==> config.mk <==
export PLATFORM = sky130hd
export DESIGN_NAME = acs_sequencer
export DESIGN_NICKNAME = d
export VERILOG_FILES = /design/src/rtl/acs_sequencer.sv
export SDC_FILE = /design/constraint.sdc
export NUM_CORES = 1
export LEC_CHECK = 0
export ABC_CLOCK_PERIOD_IN_PS = 2500
export CAP_MARGIN = 20
export CORE_ASPECT_RATIO = 0.6
export CORE_MARGIN = 4
export CORE_UTILIZATION = 31
export CTS_CLUSTER_SIZE = 28
export DETAILED_ROUTE_END_ITERATION = 12
export PLACE_DENSITY = 0.58
export SLEW_MARGIN = 20
export SYNTH_ARGS = -nofsm -noshare
export SYNTH_HDL_FRONTEND = slang
export SYNTH_SLANG_ARGS = --single-unit
==> constraint.sdc <==
create_clock -name Clock2 -period 2.5 [get_ports Clock2]
set_input_delay 0.5 -clock Clock2 [delete_from_list [all_inputs] [get_ports Clock2]]
set_output_delay 0.5 -clock Clock2 [all_outputs]
set_load 0.02 [all_outputs]
==> src/rtl/acs_sequencer.sv <==
// acs_sequencer: sweeps ACS segments per accepted code symbol; `ACS_SEQ_HOLD_EN adds a Hold stall input
module acs_sequencer #(
  parameter int WD_FSM  = 6,
  parameter int N_SEG   = 64,
  parameter int WD_CODE = 2,
  parameter int WD_CNT  = 8
) (
  input  logic               Clock2,
  input  logic               Reset,
`ifdef ACS_SEQ_HOLD_EN
  input  logic               Hold,
`endif
  input  logic [WD_CODE-1:0] Code,
  input  logic               CodeValid,
  output logic               CodeReady,
  output logic [WD_CODE-1:0] CodeRegister,
  output logic [WD_FSM-1:0]  ACSSegment,
  output logic               ACSEnable,
  output logic               SegFirst,
  output logic               SegLast,
  output logic               SymbolDone,
  output logic [WD_CNT-1:0]  SymbolCount
);
  typedef enum logic [1:0] {IDLE, SWEEP, FLUSH} state_t;
  localparam logic [WD_FSM-1:0] LAST = WD_FSM'(N_SEG - 1);
  state_t state, state_nxt;
  logic [WD_CODE-1:0] code_nxt;
  logic [WD_FSM-1:0] seg_nxt, seg_inc;
  logic [WD_CNT-1:0] cnt_nxt;
  logic en_nxt, first_nxt, last_nxt, done_nxt, ready_nxt, hold;
`ifdef ACS_SEQ_HOLD_EN
  assign hold = Hold;
`else
  assign hold = 1'b0;
`endif
  assign seg_inc = ACSSegment + WD_FSM'(1);
  always_comb begin
    state_nxt = state;
    code_nxt  = CodeRegister;
    seg_nxt   = ACSSegment;
    en_nxt    = ACSEnable;
    first_nxt = SegFirst;
    last_nxt  = SegLast;
    done_nxt  = SymbolDone;
    ready_nxt = CodeReady;
    cnt_nxt   = SymbolCount;
    case (state)
      IDLE: begin
        // CodeReady is only low in IDLE on the first edge out of reset
        if (!CodeReady) ready_nxt = 1'b1;
        else if (CodeValid) begin
          code_nxt  = Code;
          seg_nxt   = '0;
          en_nxt    = 1'b1;
          first_nxt = 1'b1;
          last_nxt  = (LAST == '0);
          ready_nxt = 1'b0;
          state_nxt = SWEEP;
        end
      end
      SWEEP: begin
        first_nxt = 1'b0;
        if (hold) begin
          en_nxt   = 1'b0;
          last_nxt = 1'b0;
        end else if (ACSSegment == LAST) begin
          seg_nxt   = '1;
          en_nxt    = 1'b0;
          last_nxt  = 1'b0;
          done_nxt  = 1'b1;
          cnt_nxt   = SymbolCount + WD_CNT'(1);
          state_nxt = FLUSH;
        end else begin
          seg_nxt  = seg_inc;
          en_nxt   = 1'b1;
          last_nxt = (seg_inc == LAST);
        end
      end
      FLUSH: begin
        done_nxt  = 1'b0;
        ready_nxt = 1'b1;
        state_nxt = IDLE;
      end
      default: state_nxt = IDLE;
    endcase
  end
  always_ff @(posedge Clock2 or posedge Reset) begin
    if (Reset) begin
      state        <= IDLE;
      CodeRegister <= '0;
      ACSSegment   <= '1;
      ACSEnable    <= 1'b0;
      SegFirst     <= 1'b0;
      SegLast      <= 1'b0;
      SymbolDone   <= 1'b0;
      CodeReady    <= 1'b0;
      SymbolCount  <= '0;
    end else begin
      state        <= state_nxt;
      CodeRegister <= code_nxt;
      ACSSegment   <= seg_nxt;
      ACSEnable    <= en_nxt;
      SegFirst     <= first_nxt;
      SegLast      <= last_nxt;
      SymbolDone   <= done_nxt;
      CodeReady    <= ready_nxt;
      SymbolCount  <= cnt_nxt;
    end
  end
endmodule

==> flow_summary.ini, run 1 <==
[clock_network]
clk_latency_ps = 270
h-tree-depth = 1
numCtsBuffers = 3
postCtsSetupRepairBufs = 0
cts_resized = 0
clockRootBuffer = clkbuf_8
path_clk_slew_ps = 80
clk_path_buf_depth = 2
cts_tree = built
holdBufCountCts = 0
clock_sinks = 23

[yosys]
synth_area_per_cell_um2 = 10.8
syn_area_um2 = 1120
synth_fp_nets = 111
yosys.cell_types.count = 35
synth.area.top_cells = dfrtp_1, dfstp_2, xnor2_1
synthFlopType = dfrtp_1
synth_commonest_cells = dfrtp_1, a21oi_1, nand2_1, nor2_1, xnor2_1
synth_seq_area_share_pct = 52.2
yosysMostFrequentCell = dfrtp_1
synth_warnings = 0
yosysTopAreaCellShare_pct = 38.1
synth_top_cell_by_area = dfrtp_1
ys_seq_elements = 23
async_flop_share_pct = 100
syn_inst = 103
synth-edff-count = 0

[detailed_routing]
vias = 852
drc = 0
final_antenna_net_count = 0
wire_per_inst_um = 13.0
via_per_inst = 4.81
drtIter0Drc = 22
wl_um = 2300
dr.pass1.iters = 4

[global_routing]
antenna_found_initial = 0
grt_first_pass_wirelength_um = 4160
grt_overflow_total = 0
track_usage_pct = 11.4
grt_pass1_vias = 847
grt_max_degree = 24

[floorplanning]
fp.coreArea_um2 = 3360
ios = 26
initial_core_util_pct = 33.2
rows = 16
die_w_um = 85.5
dieArea_um2 = 4660
die_h_um = 54.5

[place]
post_dp_cell_area_um2 = 1420
dp.cells = 173
io_buffers = 25
dp_hpwl_um = 1640
gp_congestion = 0.796

[layout]
num-fill-cells = 329
antenna_cells = 0
stdcell_count = 177
drive_above_1_share_pct = 15.9
seq_area_um2 = 583
nets = 141
design_area_um2 = 1470
multi_input_area_um2 = 495
syn_to_final_growth_pct = 31.5

[outcome]
run_status = finished, final reports clean

[power]
p_total_uw = 1440
peakVddDrop_mv = 0.450
power_density_nw_per_um2 = 977
p_leak_uw = 0.000613

[timing]
finalSetupViolations = 0
period_share_pct = 80.8
period_needed_ps = 2020
max_slew_margin_pct = 64.8
tightest_slew_ps = 528
rsz0062_at_grt = false
slew_viol_final = 0
fin_setup_tns_ps = 0
skew_ps = 1.45
hold_violations = 0
max_freq_ghz = 0.495

[flow_run]
cap_violations = 0

[min_path]
hold_class = register to register

[setup_path]
crit_buf_inv = 1
max_stage_delay_ps = 630
critPathSlowestCell = dfstp_2
crit_path_end_kind = output port
required_ps = 2000
arrival_ps = 1520
critical_path_peak_fanout = 8
worstSetupPathType = register to output port
path_cells = clkdlybuf4s50_1
critical_path.top_delay_family = flip-flops
startpoint_type = register
metal layers:
metal / wire (µm) / part of all wire [%] / global-route usage [%] / vias up
li1: - / - / - / 418
met1: 1220 / 53 / 16.0 / 411
met2: 953 / 41 / 17.9 / 23
met3: 128 / 5.6 / 3.61 / 0
met4: 0 / 0 / 0.789 / 0
met5: 0 / 0 / 0 / -
layout by cell type (no fill, tap or decap), types with 2 or more instances in the layout:
cell,instances
buf_4,2
xnor2_1,7
inv_1,6
o21ai_0,4
nand3_1,3
nand2b_1,2
a21oi_1,10
o21ai_1,2
dfrtp_1,17
mux2_2,3
clkdlybuf4s50_1,25
nand2_1,7
nand4_1,3
nor2_1,7
dfstp_2,6
clkbuf_8,3
a21o_1,3
ha_1,3
stage by stage:
step                      hold WS, ps  worst slack, ps  utilization, %
after floorplan                   497              745               -
after global placement            460              650            42.3
after detailed placement          469              582            42.3
after CTS                         481              478            43.7
after global routing              495              439            43.7
final                             474              479            43.7
final cells by class:
cell class	count	area share [%]
repair buffers	27	18.1
clock buffers	3	2.81
well taps	45	3.83
flip-flops and latches	23	39.7
multi-input cells	72	33.7
clock inverters	1	0.341
inverters	6	1.53
sequential cells by signal, indices dropped and copies added (netlist names):
register / count
SymbolCount: 8
SegLast: 1
ACSSegment: 6
ACSEnable: 1
CodeReady: 1
state: 2
SymbolDone: 1
CodeRegister: 2
SegFirst: 1
logic make-up (layout without fill, tap and decap cells):
group | after synthesis | count (layout) | synth area share [%]
and+or+nand+nor | 32 | 32 | 17.7
AOI/OAI and AO/OA | 26 | 26 | 14.0
DFF | 23 | 23 | 52.2
xor gates and xnor gates | 8 | 8 | 6.27
buffers and inverters | 8 | 37 | 3.47
adders and majority gates | 3 | 3 | 3.36
muxes | 3 | 3 | 3.02
power breakdown:
group | internal, µW | total, µW | switching (µW)
sequential | 496 | 622 | 125
clock | 111 | 237 | 125
combinational | 282 | 577 | 295
total | 889 | 1440 | 546
worst paths after layout:
check	from	slack, ps	end	cells past startpoint
min in group asynchronous	Reset	570	CodeRegister[0]	3
max in group asynchronous	Reset	1650	ACSSegment[2]	3
max	ACSSegment[2]	480	ACSSegment[2]	1
max reg2reg	ACSSegment[1]	620	SymbolCount[1]	4
min	SymbolCount[7]	470	SymbolCount[7]	1
min reg2reg	SymbolCount[7]	470	SymbolCount[7]	1
(Power assumes the default switching activity.)
==> run 2, diff against run 1 <==
--- a/config.mk
+++ b/config.mk
@@ -5,7 +5,7 @@
 export SDC_FILE = /design/constraint.sdc
 export NUM_CORES = 1
 export LEC_CHECK = 0
-export ABC_CLOCK_PERIOD_IN_PS = 2500
+export ABC_CLOCK_PERIOD_IN_PS = 1900
 export CAP_MARGIN = 20
 export CORE_ASPECT_RATIO = 0.6
 export CORE_MARGIN = 4
==> constraint.sdc (replaced) <==
create_clock -name Clock2 -period 1.9 [get_ports Clock2]
set_input_delay 0.38 -clock Clock2 [delete_from_list [all_inputs] [get_ports Clock2]]
set_output_delay 0.38 -clock Clock2 [all_outputs]
set_load 0.02 [all_outputs]
==> flow_summary.ini, run 2 (synthesized netlist as in run 1, its figures left out) <==
[setup_path]
max_stage_delay_ps = 620
startpoint = ACSSegment[5]
path_cells = clkdlybuf4s50_1
critical_path.top_delay_family = buffers and inverters
required_ps = 1520
startpoint_type = register
path_depth = 1
crit_buf_inv = 1
r2r-start = ACSSegment[0]
critPathSlowestCell = clkdlybuf4s50_1
critical_path_peak_fanout = 6
arrival_ps = 1470
crit_path_end_kind = output port
worstSetupPathType = register to output port
r2r_cells = 5

[place]
dp.cells = 176
io_buffers = 25
dp_hpwl_um = 1810
gp_congestion = 0.794

[floorplanning]
rows = 16
fp.coreArea_um2 = 3360
dieArea_um2 = 4660
die_w_um = 85.5
ios = 26
die_h_um = 54.5
initial_core_util_pct = 33.2

[detailed_routing]
vias = 855
wl_um = 2380
dr.pass1.iters = 4
drc = 0
drtIter0Drc = 65
final_antenna_net_count = 0
via_per_inst = 4.75
wire_per_inst_um = 13.2

[global_routing]
grt_overflow_total = 0
grt_pass1_vias = 853
grt_first_pass_wirelength_um = 4100
antenna_found_initial = 0
grt_max_degree = 24
track_usage_pct = 11.4

[layout]
antenna_cells = 0
layout_common_cells = clkdlybuf4s50_1, dfrtp_1, a21oi_1
drive_above_1_share_pct = 17.0
largest_reg_flops = 8
final_common_cell = clkdlybuf4s50_1
stdcell_count = 180
syn_to_final_growth_pct = 33.6
nets = 144
reg_top3 = SymbolCount: 8 flops, ACSSegment: 6 flops
num-fill-cells = 320
final_util_pct = 44.4
regMostFlops = SymbolCount

[clock_network]
clk_path_buf_depth = 2
clock_sinks = 23
h-tree-depth = 1
cts_tree = built
clk_latency_ps = 260
holdBufCountCts = 0
numCtsBuffers = 3
path_clk_slew_ps = 80
clockRootBuffer = clkbuf_8

[timing]
max_freq_ghz = 0.539
skew_ps = 7.20
slew_viol_final = 0
finalSetupViolations = 0
tightest_slew_ps = 379
fin_setup_tns_ps = 0
rsz0062_at_grt = false
hold_violations = 0
max_slew_margin_pct = 74.5
period_needed_ps = 1850
period_share_pct = 97.6

[power]
switching_share_pct = 38.0
p_leak_uw = 0.000650
p_seq_share_pct = 42.3
p_switching_uw = 720
p_total_uw = 1890
peakVddDrop_mv = 0.457
power_density_nw_per_um2 = 1270
comb_power_share_pct = 41.7
internal_power_uw = 1170
p_clk_share_pct = 16.1

[outcome]
run_status = finished, final reports clean

[min_path]
hold_class = input pin to asynchronous set/reset pin

[flow_run]
cap_violations = 0
run 2: worst paths after layout:
path	to	slack, ps
max	ACSSegment[5]	50
min	state[0]	450
max reg2reg	SymbolDone	100
min reg2reg	SymbolCount[7]	470
max in group asynchronous	ACSSegment[4]	1170
min in group Clock2	SymbolCount[7]	470
run 2: tightest hold or removal path: cells and delay by family:
kind / cells / cell delay (ps)
buf+inv: 3 / 740
run 2: per-stage QoR:
stage / hold slack [ps] / setup WS, ps / area [µm²]
4_1_cts: 462 / 0.239 / 1490
6_report: 455 / 46.3 / 1490
3_3_place_gp: 463 / 118 / 1450
5_1_grt: 477 / 2.54 / 1490
3_5_place_dp: 468 / 74.7 / 1450
2_1_floorplan: 377 / 145 / 1120
run 2: layout make-up:
cell class	instances	area, µm²	share of cell area, %
sequential	23	583	39.1
multi-input combinational	72	495	33.2
timing repair buffer	30	290	19.4
tap	45	56.3	3.77
clock buffer	4	45.0	3.02
inverter	6	22.5	1.51
run 2: timing repair:
action / CTS / global route
resized for setup: 2 / 2
endpoints found under the setup margin: 2 / 5
setup buffers: 0 / 0
pin swaps: 0 / 1
run 2: routing by layer:
| layer | global-route usage [%] | vias up | part of all wire, % |
|---|---|---|---|
| met2 | 16.6 | 25 | 41 |
| met3 | 4.96 | 2 | 7.4 |
| met1 | 15.7 | 406 | 51 |
| met5 | 0 | - | 0 |
| li1 | - | 422 | - |
| met4 | 2.37 | 0 | 0.34 |
run 2: power groups by stage:
| stage | Clock (µW) | Sequential (µW) | Combinational (µW) |
|---|---|---|---|
| floorplan | 0 | 921 | 356 |
| global placement | 0 | 806 | 805 |
| detailed placement | 0 | 811 | 809 |
| CTS | 324 | 800 | 799 |
| global route | 343 | 822 | 876 |
| finish | 304 | 800 | 789 |
==> run 3, diff against run 2 <==
--- a/config.mk
+++ b/config.mk
@@ -9,10 +9,10 @@
 export CAP_MARGIN = 20
 export CORE_ASPECT_RATIO = 0.6
 export CORE_MARGIN = 4
-export CORE_UTILIZATION = 31
+export CORE_UTILIZATION = 25
 export CTS_CLUSTER_SIZE = 28
 export DETAILED_ROUTE_END_ITERATION = 12
-export PLACE_DENSITY = 0.58
+export PLACE_DENSITY = 0.5
 export SLEW_MARGIN = 20
 export SYNTH_ARGS = -nofsm -noshare
 export SYNTH_HDL_FRONTEND = slang
==> flow_summary.ini, run 3 (synthesized netlist as in run 1, its figures left out) <==
[floorplanning]
fp.coreArea_um2 = 4210
dieArea_um2 = 5640
die_w_um = 94.3
initial_core_util_pct = 26.5
ios = 26
die_h_um = 59.8
rows = 18

[place]
gp_congestion = 0.807
place_ws_ps = 84.4
post_dp_cell_area_um2 = 1460
io_buffers = 25
dp_hpwl_um = 1920
dp.cells = 191

[timing]
finalSetupViolations = 0
slew_viol_final = 0
fin_setup_tns_ps = 0
final.setup.worst_slack_ps = 38.6
hold_violations = 0
skew_ps = 2.72
period_needed_ps = 1860
tightest_slew_ps = 414
rsz0062_at_grt = false
max_freq_ghz = 0.537
period_share_pct = 98.0
max_slew_margin_pct = 72.2

[flow_run]
cap_violations = 0

[setup_path]
critical_path_peak_fanout = 6
crit_path_end_kind = output port
startpoint_type = register
crit_buf_inv = 1
path_cells = clkdlybuf4s50_1
reg2reg_to = SymbolCount[1]
worstSetupPathType = register to output port
max_stage_delay_ps = 620
startpoint = ACSSegment[5]
rrSetupSlack_ps = 100
required_ps = 1520
critical_path.top_delay_family = buffers and inverters
arrival_ps = 1480
critPathSlowestCell = clkdlybuf4s50_1
r2r-start = ACSSegment[1]
r2r_cells = 4
cp-endpoint = ACSSegment[5]
path_depth = 1

[global_routing]
grt_overflow_total = 0
grt_pass1_vias = 837
grt_max_degree = 24
antenna_found_initial = 0
grt_first_pass_wirelength_um = 4280
track_usage_pct = 10.1

[clock_network]
cts_tree = built
clk_path_buf_depth = 2
clk_latency_ps = 270
postCtsSetupRepairBufs = 0
numCtsBuffers = 3
clock_sinks = 23
clockRootBuffer = clkbuf_8
h-tree-depth = 1
holdBufCountCts = 0
path_clk_slew_ps = 80

[detailed_routing]
vias = 861
dr.pass1.iters = 4
wl_um = 2600
final_antenna_net_count = 0
via_per_inst = 4.42
drc = 0
drtIter0Drc = 30
wire_per_inst_um = 13.3

[layout]
nets = 144
regMostFlops = SymbolCount
drive_above_1_share_pct = 17.0
multi_input_area_um2 = 495
stdcell_count = 195
num-fill-cells = 447
syn_to_final_growth_pct = 34.8
antenna_cells = 0
reg_top3 = SymbolCount: 8 flops, ACSSegment: 6 flops
layout_common_cells = clkdlybuf4s50_1, dfrtp_1, a21oi_1
seq_area_um2 = 583
final_common_cell = clkdlybuf4s50_1
design_area_um2 = 1510
final_util_pct = 35.8
largest_reg_flops = 8

[min_path]
hold_class = input pin to asynchronous set/reset pin

[power]
p_leak_uw = 0.000643
peakVddDrop_mv = 0.489
power_density_nw_per_um2 = 1260

[outcome]
run_status = finished, final reports clean
run 3: worst min path at each step:
stage,start,endpoint,slack [ps]
after global placement,SymbolCount[7],SymbolCount[7],460
after detailed placement,SymbolCount[7],SymbolCount[7],470
after CTS,Reset,SymbolCount[5],460
after floorplan,Reset,ACSEnable,380
after global routing,Reset,state[1],480
final,Reset,SymbolCount[0],450
run 3: final cells by class:
class | count | area share (%)
multi-input cells | 72 | 32.9
inverters | 6 | 1.50
clock buffers | 4 | 2.99
repair buffers | 30 | 18.9
well taps | 60 | 4.98
flip-flops and latches | 23 | 38.7
run 3: metrics by stage:
step / hold WS [ps] / total power, µW
after floorplan: 377 / 1280
after global placement: 462 / 1630
after detailed placement: 469 / 1640
after CTS: 458 / 1930
after global routing: 481 / 2040
final: 447 / 1900
run 3: repair_timing:
item                       in CTS  in global routing
gates cloned                    0                  0
setup endpoints to repair       4                  2
resized for setup               4                  2
run 3: where the power goes:
part / total (µW) / internal [µW] / leakage (µW) / switching (µW)
Clock: 309 / 150 / 0.0000228 / 159
Combinational: 799 / 372 / 0.000343 / 427
Sequential: 795 / 651 / 0.000278 / 144
run 3: per-layer routing:
layer	global-route usage, %	vias up	wire length (µm)
li1	-	423	-
met1	14.7	404	1370
met2	12.9	29	973
met3	4.15	5	220
met4	3.70	0	35
met5	0	-	0
run 3: worst reg2reg max path: cells and delay by family, from the launching register on:
family                     cells  cell delay, ps
muxes                          1             380
and+or+nand+nor                2             540
adders and majority gates      1             230
DFF                            1             540
